`src/rtl/pcie_egress_segmenter_pkg.sv`:
```
// Shared types, widths and PCIe encodings for the egress DMA segmenter.
package pcie_egress_segmenter_pkg;

   localparam int unsigned ADDR_W    = 32;
   localparam int unsigned DW_ADDR_W = 30;
   localparam int unsigned CNT_W     = 24;
   localparam int unsigned SEG_W     = 11;
   localparam int unsigned LEN_W     = 10;
   localparam int unsigned TAG_W     = 8;
   localparam int unsigned RID_W     = 16;
   localparam int unsigned FLAGS_W   = 14;
   localparam int unsigned SIZE_W    = 3;
   localparam int unsigned CMD_W     = 8;
   localparam int unsigned DATA_W    = 32;
   localparam int unsigned DW_PER_4K = 1024;

   localparam logic [CMD_W-1:0]  CMD_MWR32    = 8'h40;
   localparam logic [CMD_W-1:0]  CMD_MRD32    = 8'h00;
   localparam logic [SIZE_W-1:0] SIZE_MAX_ENC = 3'd5;

   typedef enum logic [2:0] {
      ST_IDLE,
      ST_CALC,
      ST_WAIT_DATA,
      ST_ISSUE,
      ST_WAIT_FIN,
      ST_RELEASE,
      ST_DONE
   } state_e;

   typedef struct packed {
      logic [CMD_W-1:0]  command;
      logic [ADDR_W-1:0] address;
      logic [RID_W-1:0]  requester_id;
      logic [TAG_W-1:0]  tag;
   } egress_hdr_t;

   // PCIe max-size encoding to dwords; reserved codes saturate at 4096 B.
   function automatic logic [SEG_W-1:0] size_to_dw(input logic [SIZE_W-1:0] enc);
      logic [SIZE_W-1:0] e;
      e = (enc > SIZE_MAX_ENC) ? SIZE_MAX_ENC : enc;
      return SEG_W'(32) << e;
   endfunction

endpackage

```
`src/rtl/pcie_egress_segmenter_if.sv`:
```
// Command, egress-builder and data-FIFO signals of the egress segmenter.
interface pcie_egress_segmenter_if;
   import pcie_egress_segmenter_pkg::*;

   logic                 i_cmd_stb;
   logic                 i_cmd_wr;
   logic [ADDR_W-1:0]    i_cmd_address;
   logic [CNT_W-1:0]     i_cmd_dword_cnt;
   logic [RID_W-1:0]     i_requester_id;
   logic [SIZE_W-1:0]    i_max_payload_size;
   logic [SIZE_W-1:0]    i_max_read_req_size;
   logic                 o_busy;
   logic                 o_cmd_done;
   logic                 o_egress_en;
   logic [CMD_W-1:0]     o_egress_command;
   logic [FLAGS_W-1:0]   o_egress_flags;
   logic [ADDR_W-1:0]    o_egress_address;
   logic [RID_W-1:0]     o_egress_requester_id;
   logic [TAG_W-1:0]     o_egress_tag;
   logic [LEN_W-1:0]     o_egress_req_dword_cnt;
   logic                 i_egress_finished;
   logic                 o_fifo_rdy;
   logic                 i_fifo_act;
   logic [CNT_W-1:0]     o_fifo_size;
   logic [DATA_W-1:0]    o_fifo_data;
   logic                 i_fifo_stb;
   logic [CNT_W-1:0]     i_src_count;
   logic [DATA_W-1:0]    i_src_data;
   logic                 o_src_stb;

   modport master (
      input  i_cmd_stb, i_cmd_wr, i_cmd_address, i_cmd_dword_cnt, i_requester_id,
             i_max_payload_size, i_max_read_req_size, i_egress_finished,
             i_fifo_act, i_fifo_stb, i_src_count, i_src_data,
      output o_busy, o_cmd_done, o_egress_en, o_egress_command, o_egress_flags,
             o_egress_address, o_egress_requester_id, o_egress_tag,
             o_egress_req_dword_cnt, o_fifo_rdy, o_fifo_size, o_fifo_data, o_src_stb
   );

   modport slave (
      output i_cmd_stb, i_cmd_wr, i_cmd_address, i_cmd_dword_cnt, i_requester_id,
             i_max_payload_size, i_max_read_req_size, i_egress_finished,
             i_fifo_act, i_fifo_stb, i_src_count, i_src_data,
      input  o_busy, o_cmd_done, o_egress_en, o_egress_command, o_egress_flags,
             o_egress_address, o_egress_requester_id, o_egress_tag,
             o_egress_req_dword_cnt, o_fifo_rdy, o_fifo_size, o_fifo_data, o_src_stb
   );

endinterface

```
`src/rtl/pcie_egress_segmenter_seg_len_calc.sv`:
```
// Next segment length: min of remaining dwords, max TLP size and distance to the 4 KB boundary.
module pcie_egress_segmenter_seg_len_calc
   import pcie_egress_segmenter_pkg::*;
(
   input  logic [CNT_W-1:0]  remaining,
   input  logic [9:0]        dw_addr_lo,
   input  logic [SIZE_W-1:0] size,
   output logic [SEG_W-1:0]  seg_len_c
);

   logic [SEG_W-1:0] max_dw_c;
   logic [SEG_W-1:0] to_4k_c;
   logic [SEG_W-1:0] lim_c;

   always_comb begin
      max_dw_c  = size_to_dw(size);
      to_4k_c   = SEG_W'(DW_PER_4K) - SEG_W'(dw_addr_lo);
      lim_c     = (max_dw_c < to_4k_c) ? max_dw_c : to_4k_c;
      seg_len_c = (remaining < CNT_W'(lim_c)) ? SEG_W'(remaining) : lim_c;
   end

endmodule

```
`src/rtl/pcie_egress_segmenter.sv`:
```
// Splits a DMA read/write request into PCIe MRd32/MWr32 TLPs bounded by MPS/MRRS and 4 KB,
// sequencing the egress builder handshake one segment at a time.
module pcie_egress_segmenter
   import pcie_egress_segmenter_pkg::*;
#(
   parameter int unsigned TAG_COUNT = 32
)(
   input  logic                    clk,
   input  logic                    rst,
   pcie_egress_segmenter_if.master bus
);

   localparam logic [TAG_W-1:0] TAG_MASK = TAG_W'(TAG_COUNT - 1);

   state_e               state_q, state_d;
   logic                 wr_q, wr_d;
   logic [DW_ADDR_W-1:0] dw_addr_q, dw_addr_d;
   logic [CNT_W-1:0]     remaining_q, remaining_d;
   logic [TAG_W-1:0]     tag_cnt_q, tag_cnt_d;
   logic [SEG_W-1:0]     seg_len_q, seg_len_d;
   logic                 busy_q, busy_d;
   logic                 cmd_done_q, cmd_done_d;
   logic                 en_q, en_d;
   logic                 fifo_rdy_q, fifo_rdy_d;
   egress_hdr_t          hdr_q, hdr_d;
   logic [SIZE_W-1:0]    size_c;
   logic [SEG_W-1:0]     seg_len_c;
   logic                 unused_addr_lsb;

   assign size_c          = wr_q ? bus.i_max_payload_size : bus.i_max_read_req_size;
   assign unused_addr_lsb = ^bus.i_cmd_address[1:0];

   pcie_egress_segmenter_seg_len_calc u_seg_len (
      .remaining  (remaining_q),
      .dw_addr_lo (dw_addr_q[9:0]),
      .size       (size_c),
      .seg_len_c  (seg_len_c)
   );

   always_ff @(posedge clk) begin
      if (rst) begin
         state_q     <= ST_IDLE;
         wr_q        <= 1'b0;
         dw_addr_q   <= '0;
         remaining_q <= '0;
         tag_cnt_q   <= '0;
         seg_len_q   <= '0;
         busy_q      <= 1'b0;
         cmd_done_q  <= 1'b0;
         en_q        <= 1'b0;
         fifo_rdy_q  <= 1'b0;
         hdr_q       <= '0;
      end else begin
         state_q     <= state_d;
         wr_q        <= wr_d;
         dw_addr_q   <= dw_addr_d;
         remaining_q <= remaining_d;
         tag_cnt_q   <= tag_cnt_d;
         seg_len_q   <= seg_len_d;
         busy_q      <= busy_d;
         cmd_done_q  <= cmd_done_d;
         en_q        <= en_d;
         fifo_rdy_q  <= fifo_rdy_d;
         hdr_q       <= hdr_d;
      end
   end

   always_comb begin
      state_d     = state_q;
      wr_d        = wr_q;
      dw_addr_d   = dw_addr_q;
      remaining_d = remaining_q;
      tag_cnt_d   = tag_cnt_q;
      seg_len_d   = seg_len_q;
      busy_d      = busy_q;
      cmd_done_d  = 1'b0;
      en_d        = en_q;
      fifo_rdy_d  = fifo_rdy_q;
      hdr_d       = hdr_q;

      // Segment data is offered once; the claim retires it.
      if (fifo_rdy_q && bus.i_fifo_act) fifo_rdy_d = 1'b0;

      unique case (state_q)
         ST_IDLE: begin
            if (bus.i_cmd_stb) begin
               wr_d               = bus.i_cmd_wr;
               dw_addr_d          = bus.i_cmd_address[ADDR_W-1:2];
               remaining_d        = bus.i_cmd_dword_cnt;
               hdr_d.requester_id = bus.i_requester_id;
               busy_d             = 1'b1;
               state_d            = (bus.i_cmd_dword_cnt == '0) ? ST_DONE : ST_CALC;
            end
         end
         ST_CALC: begin
            seg_len_d     = seg_len_c;
            hdr_d.command = wr_q ? CMD_MWR32 : CMD_MRD32;
            hdr_d.address = {dw_addr_q, 2'b00};
            hdr_d.tag     = tag_cnt_q;
            state_d       = wr_q ? ST_WAIT_DATA : ST_ISSUE;
         end
         ST_WAIT_DATA: begin
            if (bus.i_src_count >= CNT_W'(seg_len_q)) begin
               fifo_rdy_d = 1'b1;
               state_d    = ST_ISSUE;
            end
         end
         ST_ISSUE: begin
            en_d    = 1'b1;
            state_d = ST_WAIT_FIN;
         end
         ST_WAIT_FIN: begin
            if (bus.i_egress_finished) begin
               en_d        = 1'b0;
               dw_addr_d   = dw_addr_q + DW_ADDR_W'(seg_len_q);
               remaining_d = remaining_q - CNT_W'(seg_len_q);
               if (!wr_q) tag_cnt_d = TAG_W'(tag_cnt_q + TAG_W'(1)) & TAG_MASK;
               state_d     = ST_RELEASE;
            end
         end
         ST_RELEASE: begin
            if (!bus.i_egress_finished) state_d = (remaining_q == '0) ? ST_DONE : ST_CALC;
         end
         ST_DONE: begin
            cmd_done_d = 1'b1;
            busy_d     = 1'b0;
            state_d    = ST_IDLE;
         end
         default: state_d = ST_IDLE;
      endcase
   end

   assign bus.o_busy                 = busy_q;
   assign bus.o_cmd_done             = cmd_done_q;
   assign bus.o_egress_en            = en_q;
   assign bus.o_egress_command       = hdr_q.command;
   assign bus.o_egress_flags         = '0;
   assign bus.o_egress_address       = hdr_q.address;
   assign bus.o_egress_requester_id  = hdr_q.requester_id;
   assign bus.o_egress_tag           = hdr_q.tag;
   assign bus.o_egress_req_dword_cnt = seg_len_q[LEN_W-1:0];
   assign bus.o_fifo_rdy             = fifo_rdy_q;
   assign bus.o_fifo_size            = CNT_W'(seg_len_q);
   assign bus.o_fifo_data            = bus.i_src_data;
   assign bus.o_src_stb              = bus.i_fifo_stb & wr_q;

endmodule

```
`src/flat_wrapper.sv`:
```
// flat-port wrapper written by rule: the top's interface ports become plain ports
module pcie_egress_segmenter_flat import pcie_egress_segmenter_pkg::*;
#(
   parameter int unsigned TAG_COUNT = 32
)
  (clk, rst, bus_i_cmd_stb, bus_i_cmd_wr, bus_i_cmd_address, bus_i_cmd_dword_cnt, bus_i_requester_id, bus_i_max_payload_size, bus_i_max_read_req_size, bus_i_egress_finished, bus_i_fifo_act, bus_i_fifo_stb, bus_i_src_count, bus_i_src_data, bus_o_busy, bus_o_cmd_done, bus_o_egress_en, bus_o_egress_command, bus_o_egress_flags, bus_o_egress_address, bus_o_egress_requester_id, bus_o_egress_tag, bus_o_egress_req_dword_cnt, bus_o_fifo_rdy, bus_o_fifo_size, bus_o_fifo_data, bus_o_src_stb);
  pcie_egress_segmenter_if bus_i ();
  input  logic clk;
  input  logic rst;
  input wire logic [$bits(bus_i.i_cmd_stb)-1:0] bus_i_cmd_stb;
  input wire logic [$bits(bus_i.i_cmd_wr)-1:0] bus_i_cmd_wr;
  input wire logic [$bits(bus_i.i_cmd_address)-1:0] bus_i_cmd_address;
  input wire logic [$bits(bus_i.i_cmd_dword_cnt)-1:0] bus_i_cmd_dword_cnt;
  input wire logic [$bits(bus_i.i_requester_id)-1:0] bus_i_requester_id;
  input wire logic [$bits(bus_i.i_max_payload_size)-1:0] bus_i_max_payload_size;
  input wire logic [$bits(bus_i.i_max_read_req_size)-1:0] bus_i_max_read_req_size;
  input wire logic [$bits(bus_i.i_egress_finished)-1:0] bus_i_egress_finished;
  input wire logic [$bits(bus_i.i_fifo_act)-1:0] bus_i_fifo_act;
  input wire logic [$bits(bus_i.i_fifo_stb)-1:0] bus_i_fifo_stb;
  input wire logic [$bits(bus_i.i_src_count)-1:0] bus_i_src_count;
  input wire logic [$bits(bus_i.i_src_data)-1:0] bus_i_src_data;
  output wire logic [$bits(bus_i.o_busy)-1:0] bus_o_busy;
  output wire logic [$bits(bus_i.o_cmd_done)-1:0] bus_o_cmd_done;
  output wire logic [$bits(bus_i.o_egress_en)-1:0] bus_o_egress_en;
  output wire logic [$bits(bus_i.o_egress_command)-1:0] bus_o_egress_command;
  output wire logic [$bits(bus_i.o_egress_flags)-1:0] bus_o_egress_flags;
  output wire logic [$bits(bus_i.o_egress_address)-1:0] bus_o_egress_address;
  output wire logic [$bits(bus_i.o_egress_requester_id)-1:0] bus_o_egress_requester_id;
  output wire logic [$bits(bus_i.o_egress_tag)-1:0] bus_o_egress_tag;
  output wire logic [$bits(bus_i.o_egress_req_dword_cnt)-1:0] bus_o_egress_req_dword_cnt;
  output wire logic [$bits(bus_i.o_fifo_rdy)-1:0] bus_o_fifo_rdy;
  output wire logic [$bits(bus_i.o_fifo_size)-1:0] bus_o_fifo_size;
  output wire logic [$bits(bus_i.o_fifo_data)-1:0] bus_o_fifo_data;
  output wire logic [$bits(bus_i.o_src_stb)-1:0] bus_o_src_stb;
  assign bus_i.i_cmd_stb = bus_i_cmd_stb;
  assign bus_i.i_cmd_wr = bus_i_cmd_wr;
  assign bus_i.i_cmd_address = bus_i_cmd_address;
  assign bus_i.i_cmd_dword_cnt = bus_i_cmd_dword_cnt;
  assign bus_i.i_requester_id = bus_i_requester_id;
  assign bus_i.i_max_payload_size = bus_i_max_payload_size;
  assign bus_i.i_max_read_req_size = bus_i_max_read_req_size;
  assign bus_i.i_egress_finished = bus_i_egress_finished;
  assign bus_i.i_fifo_act = bus_i_fifo_act;
  assign bus_i.i_fifo_stb = bus_i_fifo_stb;
  assign bus_i.i_src_count = bus_i_src_count;
  assign bus_i.i_src_data = bus_i_src_data;
  assign bus_o_busy = bus_i.o_busy;
  assign bus_o_cmd_done = bus_i.o_cmd_done;
  assign bus_o_egress_en = bus_i.o_egress_en;
  assign bus_o_egress_command = bus_i.o_egress_command;
  assign bus_o_egress_flags = bus_i.o_egress_flags;
  assign bus_o_egress_address = bus_i.o_egress_address;
  assign bus_o_egress_requester_id = bus_i.o_egress_requester_id;
  assign bus_o_egress_tag = bus_i.o_egress_tag;
  assign bus_o_egress_req_dword_cnt = bus_i.o_egress_req_dword_cnt;
  assign bus_o_fifo_rdy = bus_i.o_fifo_rdy;
  assign bus_o_fifo_size = bus_i.o_fifo_size;
  assign bus_o_fifo_data = bus_i.o_fifo_data;
  assign bus_o_src_stb = bus_i.o_src_stb;
  pcie_egress_segmenter #(.TAG_COUNT(TAG_COUNT)) u_core (.clk(clk), .rst(rst), .bus(bus_i));
endmodule
```
`config.mk`:
```
export PLATFORM = sky130hd
export DESIGN_NAME = pcie_egress_segmenter_flat
export DESIGN_NICKNAME = d
export VERILOG_FILES = /design/src/rtl/pcie_egress_segmenter_pkg.sv /design/src/rtl/pcie_egress_segmenter_if.sv /design/src/rtl/pcie_egress_segmenter_seg_len_calc.sv /design/src/rtl/pcie_egress_segmenter.sv /design/src/flat_wrapper.sv
export SDC_FILE = /design/constraint.sdc
export NUM_CORES = 1
export LEC_CHECK = 0
export ABC_AREA = 1
export CORE_ASPECT_RATIO = 0.5
export CORE_MARGIN = 2
export CORE_UTILIZATION = 51
export CTS_CLUSTER_SIZE = 40
export DETAILED_ROUTE_END_ITERATION = 10
export GPL_TIMING_DRIVEN = 0
export PLACE_DENSITY = 0.87
export SYNTH_ARGS = -nofsm -noshare
export SYNTH_HDL_FRONTEND = slang
export SYNTH_SLANG_ARGS = --single-unit
```
`constraint.sdc`:
```
create_clock -name clk -period 5.9 [get_ports clk]
set_input_delay 0.59 -clock clk [delete_from_list [all_inputs] [get_ports clk]]
set_output_delay 0.59 -clock clk [all_outputs]
set_load 0.03 [all_outputs]
```
==> summary.md, run 1 <==
| Metric | Value |
|---|---|
| Status | complete, no violations |
| Clock latency on the worst-skew pair | 0.44 ns |
| Clock Power Share | 15.9% |
| Initial core utilization | 52.1% |
| Top FF cell, synth | dfxtp_1 |
| Nets | 1781 |
| Worst hold endpoint | u_core.remaining_q[0] |
| Grt total ovfl | 0 |
| Fin Clk Skew | 0.0120 ns |
| Post-synthesis xor/xnor area fraction | 2.71% |
| Yosys warnings | 0 |
| WL per Instance | 17.6 µm |
| Synth Cell Area | 9040 µm² |
| Floorplan Core Area | 17400 µm² |
| Power Density | 595 nW/µm² |
| Antenna-violating nets left | 0 |
| Post-CTS Setup Bufs | 0 |
| Total negative slack | 0 ns |
| Largest net degree at the start of global routing | 17 |
| Leakage | 5.40 nW |
| Die area | 18900 µm² |
| Final cell area excluding filler cells | 12300 µm² |
| 1st-iter DRT viols | 942 |
| Rel. slew slack | 40.2% |
| Worst R2R Start | u_core.dw_addr_q[0] |
| Vias per inst | 5.50 |
| Hold depth | 2 |
| # setup viols final | 0 |
| Initial antenna violation count | 0 |
| RSZ-0062 raised after global routing | false |
| Fin crit period | 4.17 ns |
| R2r setup slk | 1.73 ns |
| Die Ht | 98.2 µm |
| Crit. End Element | flip-flop |
| Area grow syn2layout | 35.5% |
| Main combinational cell family by area after synthesis | simple AND/OR/NAND/NOR gates |
| Count leader, synth | nand2_1 |
| First-pass GRT wire length | 49.7 mm |
| Post-synthesis average cell area | 6.87 µm² |
| CTS sink count | 130 |
| TritonCTS buffer count | 17 |
| H-tree Lvls | 4 |
| Clock Tree Buf Depth | 2 |
| Ports | 290 |
| Synth Area in Simple Gates | 27.3% |
| Reg2reg path depth | 27 |
| Switching pwr | 3.79 mW |
| # DRC | 0 |
| Via count | 10100 |
| Maximum VDD drop | 0.276 mV |
| Hpwl dp | 25.2 mm |
| Final hold vios | 0 |
| Hold path startpoint | rst |
| Max_cap viols | 0 |
| Post-synthesis register bit count | 130 |
| Gpl congestion | 0.962 |
| Critical path class | flip-flop to flip-flop |
| Layout cell share with drive strength beyond 1 | 12.3% |
| Synth Instances | 1316 |
| Reg2reg end | u_core.seg_len_q[3] |
| DRT Wirelength | 32.4 mm |
| TritonCTS clock tree | yes |
| Multiplexer area fraction after synthesis | 0.111% |
| EDFF count, synth | 0 |
| Yosys top cell area share | 28.8% |
| Worst min-delay path category | primary input to flip-flop |
| Dominant cell type by area after synthesis | dfxtp_1 |
| Port bufs | 214 |
| # resized after CTS | 0 |
| Vias in the first global route | 9522 |
| Compound-Gate Fraction of Synth Area | 18.1% |
| DP Area | 11600 µm² |
| Ys async rst share | 0% |
| Sequential share of power | 22.3% |
| Die X | 192 µm |
| Int Pwr | 3.51 mW |
| Adder-Cell Fraction of Synth Area | 7.50% |
| Startpoint Class | flip-flop |
| Hold buffers post-CTS | 0 |
| Number of core rows | 34 |
| Root Driver | clkbuf_16 |
| Gr usage total | 33.9% |
| Combinational power share | 61.8% |
| Netlist cell types | 51 |
| CP max FO | 10 |
| Crit path arrival time | 4.52 ns |
| Slew Viols, Final | 0 |
| Synth area leaders | dfxtp_1 29%, nand2_1 10%, ha_1 7.1% |
| Most frequent cells after synthesis | 247 x nand2_1, 130 x dfxtp_1, 122 x inv_1, 115 x nor2_1, 112 x a21oi_1 |
| Worst slew pin tran | 0.897 ns |
| Sequential element share of the synthesized area | 28.8% |
| Clock transition at the registers of the reported paths | 0.07 ns |
| Fmax | 240 MHz |
| Period utilization | 70.6% |
| Required time of the critical path | 6.25 ns |
| First drt pass iteration count | 5 |
| Sw Share | 51.9% |
## worst max-delay path: stages, from the launching register on
cell and delay, ns:
dfxtp_1 0.40, inv_1 0.13, ha_1 0.21, nand3_1 0.12, nor2_1 0.15, nand3_1 0.12, nor2_1 0.18, nand3b_1 0.17
ha_1 0.33, nand2_1 0.08, inv_1 0.06, nand2_1 0.06, and2_2 0.19, nand2_4 0.13, buf_12 0.17, nand2_2 0.06
o21ai_2 0.10, ha_1 0.28, a21oi_1 0.13, nor2_1 0.05, a211oi_1 0.21, nand2_1 0.13, nand2_2 0.10, nand2_1 0.08
buf_6 0.15, nand2_1 0.06, nand3_1 0.08, a21oi_1 0.14
## layout make-up
class | count | area (µm²)
Inverter | 129 | 484
Timing Repair Buffer | 214 | 2140
Clock inverter | 15 | 206
Tap cell | 234 | 293
Fill cell | 1388 | 5100
Sequential cell | 130 | 2600
Multi-Input combinational cell | 958 | 5180
Antenna cell | 1 | 2.50
Clock buffer | 17 | 425
Buffer | 137 | 912
## stage by stage
stage | hold WS (ns) | utilization, % | power [mW] | instances | setup WS (ns)
after global routing | 0.400 | 70.6 | 7.78 | 1834 | 1.32
after global placement | 0.448 | 66.9 | 5.90 | 1802 | 1.64
after CTS | 0.382 | 70.6 | 7.19 | 1834 | 1.75
after floorplan | 0.445 | - | 4.58 | 1354 | 2.44
after detailed placement | 0.458 | 66.9 | 6.00 | 1802 | 1.56
final | 0.390 | 70.6 | 7.30 | 1835 | 1.73
## per-layer routing
layer / GRT usage (%) / wire (µm) / share of wire (%) / up-vias
li1: - / - / - / 4804
met1: 46.1 / 14100 / 43 / 4624
met2: 53.6 / 13800 / 43 / 603
met3: 8.52 / 3820 / 12 / 68
met4: 9.04 / 731 / 2.3 / 0
met5: 0 / 0 / 0 / -
## how the worst max path moves through the flow
stage                     depth (start not counted)                 startpoint                  end
after floorplan                                  27        u_core.dw_addr_q[1]  u_core.seg_len_q[3]
after global placement                           26  bus_i_max_payload_size[2]  u_core.seg_len_q[3]
after detailed placement                         28  bus_i_max_payload_size[0]  u_core.seg_len_q[3]
after CTS                                        27        u_core.dw_addr_q[0]  u_core.seg_len_q[3]
after global routing                             28        u_core.dw_addr_q[0]  u_core.seg_len_q[9]
final                                            27        u_core.dw_addr_q[0]  u_core.seg_len_q[3]
## layout by cell type, fill, tap and decap left out, types with 14 or more instances in the layout
cell type,instances
ha_1,51
clkbuf_1,29
clkbuf_16,17
inv_1,122
nor3_1,15
nand2_1,247
clkdlybuf4s50_1,214
dfxtp_1,130
xor2_1,20
buf_4,85
buf_2,14
o21ai_0,104
a21oi_1,112
a31oi_1,22
nor2_1,115
conb_1,39
nand3_1,91
## power groups by stage
stage	combinational (mW)	sequential [mW]	clock [mW]
3_5_place_dp	4.38	1.62	0
3_3_place_gp	4.29	1.61	0
2_1_floorplan	2.78	1.80	0
4_1_cts	4.43	1.60	1.15
6_report	4.51	1.62	1.16
5_1_grt	4.93	1.66	1.19
## kinds of logic after synthesis
family | Yosys count
compound gates | 291
flops | 130
other cells | 1
xor+xnor | 28
simple gates | 546
mux | 1
fa+ha+maj | 53
buf+inv | 266
## flip-flops by register name, indices dropped and copies added (netlist names), 3 cells and up
register                          flops
u_core.bus.o_egress_address          30
u_core.bus.o_egress_requester_id     16
u_core.bus.o_egress_tag               5
u_core.dw_addr_q                     30
u_core.remaining_q                   24
u_core.seg_len_q                     11
u_core.state_q                        3
u_core.tag_cnt_q                      5
No activity file was read; power rests on OpenSTA's default activity.
==> inputs of run 2 (changes only) <==
--- a/config.mk
+++ b/config.mk
@@ -8,11 +8,11 @@
 export ABC_AREA = 1
 export CORE_ASPECT_RATIO = 0.5
 export CORE_MARGIN = 2
-export CORE_UTILIZATION = 51
+export CORE_UTILIZATION = 43
 export CTS_CLUSTER_SIZE = 40
 export DETAILED_ROUTE_END_ITERATION = 10
 export GPL_TIMING_DRIVEN = 0
-export PLACE_DENSITY = 0.87
+export PLACE_DENSITY = 0.78
 export SYNTH_ARGS = -nofsm -noshare
 export SYNTH_HDL_FRONTEND = slang
 export SYNTH_SLANG_ARGS = --single-unit
==> constraint.sdc (replaced) <==
create_clock -name clk -period 3.7 [get_ports clk]
set_input_delay 0.37 -clock clk [delete_from_list [all_inputs] [get_ports clk]]
set_output_delay 0.37 -clock clk [all_outputs]
set_load 0.03 [all_outputs]
==> run 2 against run 1 <==
  * The flow now finishes with violations (setup timing)
  * Count of clock-buffer cells in the layout increased by 1
  * Critical path depth decreased by 1
  * Utilization decreased by 7.7 points
  * Global-route usage decreased by 4.5 points
  * Wire length increased by 7.7%
  * Clock skew decreased by 0.0014 ns
  * Non-clock buffer count increased by 41
  * Sequential share of layout area decreased by 1.1 points
  * Combinational power increased by 90%
  * Maximum frequency increased by 6.6%
  * Sequential power increased by 60%
  * Largest cell class unchanged
  * Highest routed layer unchanged
==> summary.md, run 2 (same netlist as run 1, synthesis figures left out) <==
| Metric | Value |
|---|---|
| Vias per inst | 5.41 (-1.7%) |
| Floorplan Core Area | 20600 µm² (+19%) |
| TritonCTS buffer count | 17 (unchanged) |
| Pre-CTS setup slack | -0.304 ns (-1.87 ns) |
| Slew Viols, Final | 0 (unchanged) |
| DRT Wirelength | 34.9 mm (+7.7%) |
| Period utilization | 106% (+35 points) |
| Clock transition at the registers of the reported paths | 0.06 ns (about the same) |
| WL per Instance | 18.2 µm (+3.3%) |
| Violated checks | setup timing |
| Die X | 209 µm (+8.7%) |
| Rel. slew slack | 36.5% (-3.7 points) |
| Via count | 10400 (+2.6%) |
| Area of the multi-input gates | 5520 µm² (+6.4%) |
| Hpwl dp | 25.3 mm (+0.38%) |
| Vias in the first global route | 9204 (-3.3%) |
| Largest net degree at the start of global routing | 17 (unchanged) |
| CTS sink count | 130 (unchanged) |
| Gpl congestion | 0.936 (-2.7%) |
| Grt total ovfl | 0 (unchanged) |
| Antenna-violating nets left | 0 (unchanged) |
| H-tree Lvls | 4 (unchanged) |
| Fin crit period | 3.91 ns (-0.259 ns) |
| Area grow syn2layout | 43.4% |
| # DRC | 0 (unchanged) |
| Gr usage total | 29.5% (-4.5 points) |
| Layout Utilization | 62.9% (-7.7 points) |
| Nets | 1822 (+2.3%) |
| Pwr Total | 13.0 mW (+78%) |
| Crit. End Element | flip-flop |
| Fin Clk Skew | 0.0106 ns (-0.00139 ns) |
| Initial core utilization | 43.9% (-8.2 points) |
| Root Driver | clkbuf_16 |
| # setup viols final | 11 (+11) |
| Leading cell type in the layout, fill and taps excluded | nand2_1 |
| Commonest non-fill, non-tap cells in the layout | 235 x nand2_1, 214 x clkdlybuf4s50_1, 126 x dfxtp_1 |
| Clock Tree Buf Depth | 2 (unchanged) |
| Crit path arrival time | 4.26 ns (-0.26 ns) |
| Max_cap viols | 0 (unchanged) |
| Required time of the critical path | 4.05 ns (-2.20 ns) |
| Leakage | 5.65 nW (+4.5%) |
| Port bufs | 214 (unchanged) |
| Placed Cells | 1841 (+2.2%) |
| Die area | 22300 µm² (+18%) |
| Fillers | 1792 (+29%) |
| Startpoint Class | flip-flop |
| Final hold vios | 0 (unchanged) |
| 1st-iter DRT viols | 1013 (+7.5%) |
| TritonCTS clock tree | yes |
| First drt pass iteration count | 6 (+1) |
| Worst min-delay path category | primary input to flip-flop |
| Hold buffers post-CTS | 0 (unchanged) |
| First-pass GRT wire length | 50.7 mm (+2.1%) |
| Fin worst setup slack | -0.208 ns (-1.94 ns) |
| Ports | 290 (unchanged) |
| Clock latency on the worst-skew pair | 0.44 ns (about the same) |
| Post-route insts no fill | 1914 (+4.3%) |
| Power Density | 1000 nW/µm² (+68%) |
| CP max FO | 5 (-5) |
| Status | finished with violations |
| Critical path class | flip-flop to flip-flop |
| Fmax | 256 MHz (+6.6%) |
| Reg area | 2620 µm² (+0.48%) |
| Layout cell share with drive strength beyond 1 | 17.6% (+5.3 points) |
| Antenna Cells | 0 (-1) |
| Worst slew pin tran | 0.952 ns (+0.0557 ns) |
| Initial antenna violation count | 0 (unchanged) |
| Number of core rows | 37 (+8.8%) |
| RSZ-0062 raised after global routing | true |
| Worst hold slack | 0.155 ns (-0.234 ns) |
| Die Ht | 107 µm (+8.5%) |
| Maximum VDD drop | 0.365 mV (+32%) |
==> run 2: cell count changes in the layout (fill, tap and decap cells not counted), moves of 5 or more <==
cell / previous run / this run
nand3_1: 91 / 83
inv_1: 122 / 117
ha_4: 0 / 8
a21oi_2: 5 / 11
o21ai_2: 8 / 3
nand2_4: 4 / 9
a21oi_1: 112 / 106
nand2_1: 247 / 235
ha_1: 51 / 42
nand3_2: 3 / 10
buf_4: 85 / 122
nand2_2: 12 / 19
o21ai_4: 0 / 5
==> run 2: timing repair <==
action | CTS | global route
cloned | 1 | 2
hold endpoints to repair | 0 | 0
setup endpoints to repair | 11 | 11
pin swaps | 13 | 35
buffers inserted | 30 | 10
resized for setup | 25 | 60
==> run 2: critical path, cell delays in order, from the launching register on <==
cell and delay (ns):
dfxtp_1 0.38, inv_1 0.21, nand3_4 0.13, nor2_4 0.12, inv_2 0.05, o21ai_1 0.12, nand2_1 0.14, ha_4 0.32
nand2_4 0.05, nor4_4 0.22, nand3_1 0.15, nand2_1 0.12, nand2_2 0.08, nand2_4 0.09, buf_4 0.17, o21ai_2 0.08
ha_1 0.31, nand2_2 0.08, nor2_1 0.05, a211oi_1 0.19, nand2_1 0.10, nand2_2 0.12, nand2_2 0.10, buf_6 0.15
nand2_2 0.06, nand3_1 0.08, a21oi_1 0.16
==> run 2: path summary, 6_finish.rpt <==
check	startpoint	end	slack (ns)	cells after the start
max	u_core.dw_addr_q[3]	u_core.seg_len_q[5]	-0.21	26
min	rst	u_core.dw_addr_q[1]	0.16	2
max reg2reg	u_core.dw_addr_q[3]	u_core.seg_len_q[5]	-0.21	26
min reg2reg	u_core.bus.o_egress_requester_id[2]	u_core.bus.o_egress_requester_id[2]	0.46	2
==> run 2: layout make-up <==
cell class | instances | share of cell area, %
clock buffers | 18 | 3.31
multi-input cells | 958 | 42.5
repair buffers | 255 | 19.0
well taps | 273 | 2.63
clock inverters | 14 | 1.49
plain buffers | 137 | 7.08
flip-flops and latches | 130 | 20.2
inverters | 129 | 3.77
==> run 2: where the power goes <==
group,internal [mW],total [mW],switching [mW],leakage [nW]
combinational,3.41,8.57,5.17,4.27
sequential,1.94,2.59,0.649,1.07
clock,1.09,1.84,0.757,0.302
==> run 2: through the flow <==
step	area (µm²)	setup TNS [ns]
finish	13000	-1.70
global route	13000	-3.52
CTS	12600	-0.00860
detailed placement	11700	-3.00
global placement	11700	-2.07
floorplan	9180	0
==> run 2: per-layer routing <==
| layer | wire, µm | share of wire, % | track usage (%) | vias to the layer above |
|---|---|---|---|---|
| li1 | - | - | - | 4881 |
| met4 | 965 | 2.8 | 9.03 | 0 |
| met3 | 3220 | 9.2 | 5.47 | 93 |
| met2 | 15200 | 43 | 45.8 | 610 |
| met1 | 15500 | 45 | 41.3 | 4774 |
| met5 | 0 | 0 | 0 | - |
